## src/rtl/lru_pkg.sv

```systemverilog
// rtl/lru_pkg.sv - shared types and helpers for the LRU replacement logic
package lru_pkg;

  // Default geometry of the 2-way LRU store.
  localparam int LRU_DEFAULT_ENTRIES = 256;

  // Controller states: normal arbitration or a full-array clear sweep.
  typedef enum logic {
    IDLE  = 1'b0,
    FLUSH = 1'b1
  } lru_ctrl_state_e;

  // Set-index width for a power-of-two number of sets.
  function automatic int lru_index_bits(input int entries);
    return $clog2(entries);
  endfunction

endpackage

```

## src/rtl/lru2.sv

```systemverilog
// rtl/lru2.sv - 2-way LRU bit store, one combinational read / clocked update port
module lru2
  import lru_pkg::*;
#(
  parameter int ENTRIES    = LRU_DEFAULT_ENTRIES,
  parameter int INDEX_BITS = lru_index_bits(ENTRIES)
) (
  input  logic                  clk,
  input  logic                  rst_n,
  input  logic [INDEX_BITS-1:0] line_selector,
  input  logic                  lru_update,
  input  logic                  referenced_set,
  output logic                  lru_way
);

  // One bit per set naming the least-recently-used way.
  logic [ENTRIES-1:0] lru_q;

  // The referenced way becomes MRU, so the other way is now LRU.
  always_ff @(posedge clk or negedge rst_n) begin
    if (!rst_n) begin
      lru_q <= '0;
    end else if (lru_update) begin
      lru_q[line_selector] <= ~referenced_set;
    end
  end

  assign lru_way = lru_q[line_selector];

endmodule

```

## src/rtl/lru2_ctrl.sv

```systemverilog
// rtl/lru2_ctrl.sv - arbitrates hit updates, victim allocation and flush onto the lru2 port
module lru2_ctrl
  import lru_pkg::*;
#(
  parameter int ENTRIES    = LRU_DEFAULT_ENTRIES,
  parameter int INDEX_BITS = lru_index_bits(ENTRIES)
) (
  input  logic                  clk,
  input  logic                  rst_n,
  input  logic                  hit_valid,
  input  logic [INDEX_BITS-1:0] hit_index,
  input  logic                  hit_way,
  input  logic                  alloc_valid,
  output logic                  alloc_ready,
  input  logic [INDEX_BITS-1:0] alloc_index,
  output logic                  victim_valid,
  output logic                  victim_way,
  output logic [INDEX_BITS-1:0] victim_index,
  input  logic                  flush_req,
  output logic                  flush_busy
);

  localparam logic [INDEX_BITS-1:0] LAST_IDX = INDEX_BITS'(ENTRIES - 1);

  lru_ctrl_state_e       state_q, state_d;
  logic [INDEX_BITS-1:0] cnt_q, cnt_d;
  logic                  victim_valid_q, victim_valid_d;
  logic                  victim_way_q, victim_way_d;
  logic [INDEX_BITS-1:0] victim_index_q, victim_index_d;

  logic [INDEX_BITS-1:0] line_selector;
  logic                  lru_update;
  logic                  referenced_set;
  logic                  lru_way;

  lru2 #(
    .ENTRIES    (ENTRIES),
    .INDEX_BITS (INDEX_BITS)
  ) u_lru2 (
    .clk            (clk),
    .rst_n          (rst_n),
    .line_selector  (line_selector),
    .lru_update     (lru_update),
    .referenced_set (referenced_set),
    .lru_way        (lru_way)
  );

  // Allocation only yields to a same-cycle hit; it never looks at alloc_valid.
  assign alloc_ready = (state_q == IDLE) && !hit_valid;
  assign flush_busy  = (state_q == FLUSH);

  // Store-port arbitration, flush sequencing and victim response capture.
  always_comb begin
    state_d        = state_q;
    cnt_d          = cnt_q;
    line_selector  = '0;
    lru_update     = 1'b0;
    referenced_set = 1'b0;
    victim_valid_d = 1'b0;
    victim_way_d   = victim_way_q;
    victim_index_d = victim_index_q;

    case (state_q)
      IDLE: begin
        if (hit_valid) begin
          line_selector  = hit_index;
          lru_update     = 1'b1;
          referenced_set = hit_way;
        end else if (alloc_valid) begin
          // The current LRU way is the victim and is made MRU in the same access.
          line_selector  = alloc_index;
          lru_update     = 1'b1;
          referenced_set = lru_way;
          victim_valid_d = 1'b1;
          victim_way_d   = lru_way;
          victim_index_d = alloc_index;
        end
        if (flush_req) begin
          state_d = FLUSH;
          cnt_d   = '0;
        end
      end

      FLUSH: begin
        // Referencing way 1 leaves the stored bit at 0, matching the reset value.
        line_selector  = cnt_q;
        lru_update     = 1'b1;
        referenced_set = 1'b1;
        if (cnt_q == LAST_IDX) begin
          state_d = IDLE;
          cnt_d   = '0;
        end else begin
          cnt_d = cnt_q + 1'b1;
        end
      end

      default: begin
        state_d = IDLE;
        cnt_d   = '0;
      end
    endcase
  end

  // State and sweep counter.
  always_ff @(posedge clk or negedge rst_n) begin
    if (!rst_n) begin
      state_q <= IDLE;
      cnt_q   <= '0;
    end else begin
      state_q <= state_d;
      cnt_q   <= cnt_d;
    end
  end

  // Registered victim response, one-cycle valid pulse.
  always_ff @(posedge clk or negedge rst_n) begin
    if (!rst_n) begin
      victim_valid_q <= 1'b0;
      victim_way_q   <= 1'b0;
      victim_index_q <= '0;
    end else begin
      victim_valid_q <= victim_valid_d;
      victim_way_q   <= victim_way_d;
      victim_index_q <= victim_index_d;
    end
  end

  assign victim_valid = victim_valid_q;
  assign victim_way   = victim_way_q;
  assign victim_index = victim_index_q;

endmodule

```

## config.mk

```make
export PLATFORM = sky130hd
export DESIGN_NAME = lru2_ctrl
export DESIGN_NICKNAME = d
export VERILOG_FILES = /design/src/rtl/lru_pkg.sv /design/src/rtl/lru2.sv /design/src/rtl/lru2_ctrl.sv
export SDC_FILE = /design/constraint.sdc
export NUM_CORES = 1
export LEC_CHECK = 0
export ABC_AREA = 1
export BUFFER_PORTS_ARGS = -buffer_cell sky130_fd_sc_hd__buf_2
export CELL_PAD_IN_SITES_DETAIL_PLACEMENT = 1
export CELL_PAD_IN_SITES_GLOBAL_PLACEMENT = 1
export CORE_MARGIN = 5
export CORE_UTILIZATION = 45
export DETAILED_ROUTE_END_ITERATION = 8
export PLACE_DENSITY_LB_ADDON = 0.2
export SLEW_MARGIN = 30
export SYNTH_ARGS = -nofsm -noshare
export SYNTH_HDL_FRONTEND = slang
export SYNTH_HIERARCHICAL = 1
export SYNTH_SLANG_ARGS = --single-unit
```

## constraint.sdc

```tcl
create_clock -name clk -period 8.9 [get_ports clk]
set_input_delay 1.335 -clock clk [delete_from_list [all_inputs] [get_ports clk]]
set_output_delay 1.335 -clock clk [all_outputs]
set_load 0.005 [all_outputs]
```

; Word level (Yosys, flattened, before mapping)
; Index checks and enable logic that the tools add are counted.
[word_totals]
wordCells = 40
in_bits = 22
regBits = 275
out_inout_bits = 12
[classes]
muxes = 22
n_bitwise = 3
magnitude_cmp = 2
reduce_logical = 4
n_eq_ne = 2
addsub = 1
[op_table]
columns = operator, count
row1 = $bwmux W256, 1
row2 = $mux W8, 4
row3 = $pmux W8 S2, 2
row4 = $mux W1, 10
row5 = $lt A8 B9 Y1 const B, 1
row6 = $add A8 B1 Y8 const B, 1
row7 = $bmux W1 S8, 1
row8 = $demux W1 S8, 1
row9 = $eq A8 B8 Y1 const B, 1
row10 = $ge A8 B1 Y1 const B, 1
row11 = $pmux W1 S2, 3
row12 = $not A1 Y1, 3
row13 = $reduce_and A3 Y1, 1
row14 = $logic_and A1 B1 Y1, 2
row15 = $ne A2 B2 Y1 const B, 1
row16 = $logic_not A1 Y1, 1

; Depth between registers and ports, before layout
[logic_depth]
ltp_word = 10
mapped_depth = 28
ltp_nobuf = 23

; Cells and area by module
; The synthesis kept the hierarchy.
[by_module_without_submodules]
columns = mod, seq_area_each_um2, cells_each, area_per_inst_um2, instances
row1 = lru2, 6406.1, 1737, 13118.8, 1
row2 = lru2_ctrl, 475.5, 131, 1018.5, 1

; Worst setup path before layout
; No wires, ideal clock.
[synth_path]
path_kind = input-to-reg
from = input hit_valid
to = register u_lru2.lru_q[101]
path_stages = 22
setup_slack_ps = 4585
setup_ps = 141
path_buffers = 4
t_arrival_ps = 4174
cell_sequence = nor2_2 -> nand2_4 -> clkinv_4 -> nand2_1 -> o211ai_1 -> nand2_2 -> inv_1 -> buf_2 -> nand2_1 -> nand2_1 -> o21ai_1 -> nand2_1 -> nor2_1 -> nor2_1 -> nor2_1 -> nand2_1 -> nand2_1 -> a21oi_1 -> clkbuf_1 -> clkbuf_1 -> clkbuf_1 -> a31oi_1
[synth_via]
elab_chain_cells = 9
elab_cells_between_ends = 16
[synth_lines]
columns = item, line_no
row1 = "start, declared", lru2_ctrl.sv:10  ; input logic hit_valid,
row2 = $mux W8, lru2_ctrl.sv:65  ; if (hit_valid) begin
row3 = $pmux W8 S2, lru2_ctrl.sv:63  ; case (state_q)
row4 = net line_selector[3], lru2_ctrl.sv:31  ; logic [INDEX_BITS-1:0] line_selector;
row5 = $bmux W1 S8, lru2.sv:28  ; assign lru_way = lru_q[line_selector];
row6 = $mux W1 (not written as such), lru2.sv:28
row7 = net lru_way, lru2_ctrl.sv:34  ; logic lru_way;
row8 = $mux W1, lru2_ctrl.sv:69  ; end else if (alloc_valid) begin
row9 = $mux W1, lru2_ctrl.sv:65
row10 = $pmux W1 S2, lru2_ctrl.sv:63
row11 = net referenced_set, lru2_ctrl.sv:33  ; logic referenced_set;
row12 = $not A1 Y1, lru2.sv:24  ; lru_q[line_selector] <= ~referenced_set;
row13 = $bwmux W256, lru2.sv:24
row14 = "end signal, assigned by index", lru2.sv:24
row15 = "end, declared", lru2.sv:17  ; logic [ENTRIES-1:0] lru_q;
; The timed path passes the listed nets, and every way through them passes these cells. The select of a mux whose other input is x is not followed.
; A chain may end at the register's enable or synchronous reset.

; Worst setup path after layout
[layout_path]
from = input hit_valid
to = register u_lru2.lru_q[9]
; Same word-level chain as after synthesis.

==> impl_metrics.py <==
metrics = {
    "sta": {
        "fin_skew_ps": 13.79,
        "fin_crit_ps": 5913,
        "finalSetupViolations": 0,
        "tightestPinTransition_ps": 1032,
        "rsz0062_at_grt": "no",
        "finalCritPeriodShare_pct": 66.44,
        "hold_viol": 0,
        "timing.fmax_mhz": 169.1,
        "drv_slew": 0,
        "setup_tns_ps": 0,
        "relSlewSlack_pct": 31.01,
    },
    "clocking": {
        "path_clk_slew_ps": 60,
        "root_buffer": "clkbuf_16",
        "h-tree-depth": 2,
        "clk_latency_ps": 510,
        "hold_buffers": 0,
        "tritoncts": "yes",
        "cts_resized": 0,
        "cts_num_sinks": 275,
        "cts_inserted_buffers": 34,
        "cts_buffer_depth": 3,
        "postCtsSetupBuffers": 0,
    },
    "setup_path": {
        "cp-start-kind": "input pin",
        "end_kind": "flop",
        "cp.required_ps": 9230,
        "critPathArrivalTime_ps": 6240,
        "path_class": "input pin to flop",
        "worstPathMaxFanout": 144,
    },
    "synthesis": {
        "synth_edf_count": 0,
        "synthTopCellsByArea": "dfrtp_1 (49%), nand2_1 (18%), a21oi_1 (8.6%)",
        "synth_warnings": 6,
        "ys_seq_elements": 275,
        "yosys.cell_types.count": 33,
        "async_flop_share_pct": 100.0,
        "synth.largest_area_cell": "dfrtp_1",
        "syn-num-nets": 1891,
        "synth_cells": 1868,
        "yosysMostFrequentCell": "nand2_1",
        "syn_area_sq_um": 14140,
        "synth_commonest_cells": "nand2_1 (670), dfrtp_1 (275), a21oi_1 (243)",
        "synth_top_area_share_pct": 48.68,
        "avgSynthCellArea_sq_um": 7.568,
        "seq_area_frac_synth_pct": 48.68,
        "ys.flop_type": "dfrtp_1",
    },
    "floorplanning": {
        "start_util_pct": 45.15,
        "rows": 65,
        "core_region_area_sq_um": 31310,
        "die-width_microns": 187.2,
        "die_area_sq_um": 35060,
        "die_h_microns": 187.2,
        "pin_count": 34,
    },
    "final_layout": {
        "final_design_area_no_fill_sq_um": 15610,
        "nNetsFinal": 1862,
        "n_antenna_cell": 0,
        "drive_above_1_share_pct": 9.145,
        "syn2layout_area_growth_pct": 10.43,
        "fin_cells": 2261,
    },
    "power": {
        "p_leak_nw": 7.754,
        "power_density_nw_per_um2": 288.1,
        "peakVddDrop_v": 0.0001445,
    },
    "global_routing": {
        "grt_pass1_wl_microns": 75610,
        "grt_pass1_vias": 13390,
        "grt_max_degree": 145,
        "antenna_found_initial": 0,
        "grt_usage_pct": 26.58,
        "grt-ovfl-total": 0,
    },
    "detailed_routing": {
        "drc_errors": 0,
        "vias": 12910,
        "ant_nets": 0,
        "routed_wl_microns": 47210,
        "vias_per_cell": 5.709,
        "drt_iter0_markers": 872,
        "wire_per_inst_microns": 20.88,
        "first_pass_iters": 4,
    },
    "place": {
        "place.gp.congestion": 0.8446,
        "dp_cells": 2205,
        "dp_hpwl_microns": 26910,
        "place_area_sq_um": 14570,
        "port_buffers": 33,
    },
    "status": {
        "status": "finished clean",
    },
    "hold_path": {
        "min_path_type": "flop to flop",
    },
    "flow_run": {
        "maxCapViolCount": 0,
    },
}
## worst max-delay path, stage by stage
cell and delay (ps):
buf_2 110, nor2_2 260, nand2_4 160, clkinv_4 120, nand2_1 90, nand3_2 290
buf_4 510, nand2_2 220, clkinv_1 570, nand2_1 100, nand3_1 130, nand2_1 60
nand2_1 100, o21ai_1 110, nand2_1 160, nor2_1 60, nor2_1 90, nor2_1 50
nand2_1 150, nand2_1 120, a21oi_4 190, buf_12 340, buf_16 440, a31oi_1 210
## placed cells by master (no fill, tap or decap), types with 3 or more instances in the layout
cell,netlist,final
nand2_1,670,668
dfrtp_1,275,275
a21oi_1,243,242
a31oi_1,178,178
nor2_1,175,174
inv_1,54,53
nand3_1,36,35
clkbuf_16,0,35
buf_2,42,32
buf_4,7,27
o21ai_1,22,22
inv_2,18,17
o21ai_0,13,13
clkbuf_1,73,12
nor2_4,10,11
nor2_2,9,9
mux2i_1,8,8
nor3_4,7,7
nand2_2,4,6
clkbuf_8,0,6
o211ai_1,3,3
## layer usage
metal | GRT usage, % | vias to the layer above | wire length, microns
li1 | - | 6132 | -
met1 | 36.25 | 6392 | 21290
met2 | 44.19 | 312 | 22180
met3 | 4.274 | 73 | 2492
met4 | 7.395 | 0 | 1253
met5 | 0 | - | 0
## per-stage QoR
stage	util (%)	hold slack (ps)	total power, mW	setup slack, ps
2_1_floorplan	-	453.4	2.609	4585
5_1_grt	49.86	512.4	4.757	2650
4_1_cts	49.86	487.2	4.520	2850
3_5_place_dp	46.52	473.1	3.166	2351
3_3_place_gp	46.39	462.2	3.118	2631
6_report	49.86	485.0	4.498	2987
## area by class of cell
cell class,instances,area (sq um)
Clock buffer,53,1003
Clock inverter,3,43.79
Fill cell,3883,15700
Inverter,74,286.5
Multi-Input combinational cell,1390,6437
Sequential cell,275,6882
Tap cell,402,503.0
Timing Repair Buffer,64,456.7
## power by group
group          switching, mW  leakage, nW  internal, mW
Combinational           1.19         3.54         0.369
Sequential             0.135         3.70          1.48
Clock                  0.530        0.511         0.799
Total                   1.85         7.75          2.64
## sequential cells by signal, summed over array words and instances (netlist names)
signal        flops
victim_way        1
u_lru2/lru_q    256
victim_index      8
cnt_q             8
victim_valid      1
flush_busy        1
## path summary, 6_finish.rpt
path	start	to	slack, ps	cells past startpoint
min in group asynchronous	rst_n	cnt_q[5]	830	1
worst min-delay path	victim_index[6]	victim_index[6]	490	2
worst min register to register	victim_index[6]	victim_index[6]	490	2
worst max-delay path	hit_valid	u_lru2/lru_q[9]	2990	24
worst max register to register	flush_busy	u_lru2/lru_q[9]	3150	23
max in group asynchronous	rst_n	u_lru2/lru_q[50]	6720	2
## kinds of logic after synthesis
logic type	synth area share, %
AO/OA/AOI/OAI	18.23
AND/OR/NAND/NOR	26.26
adder cells (fa/ha/maj)	0.08849
buffers and inverters	6.054
XOR/XNOR	0.1239
flip-flops	48.68
multiplexers	0.5664
No activity file was read; power rests on OpenSTA's default activity.
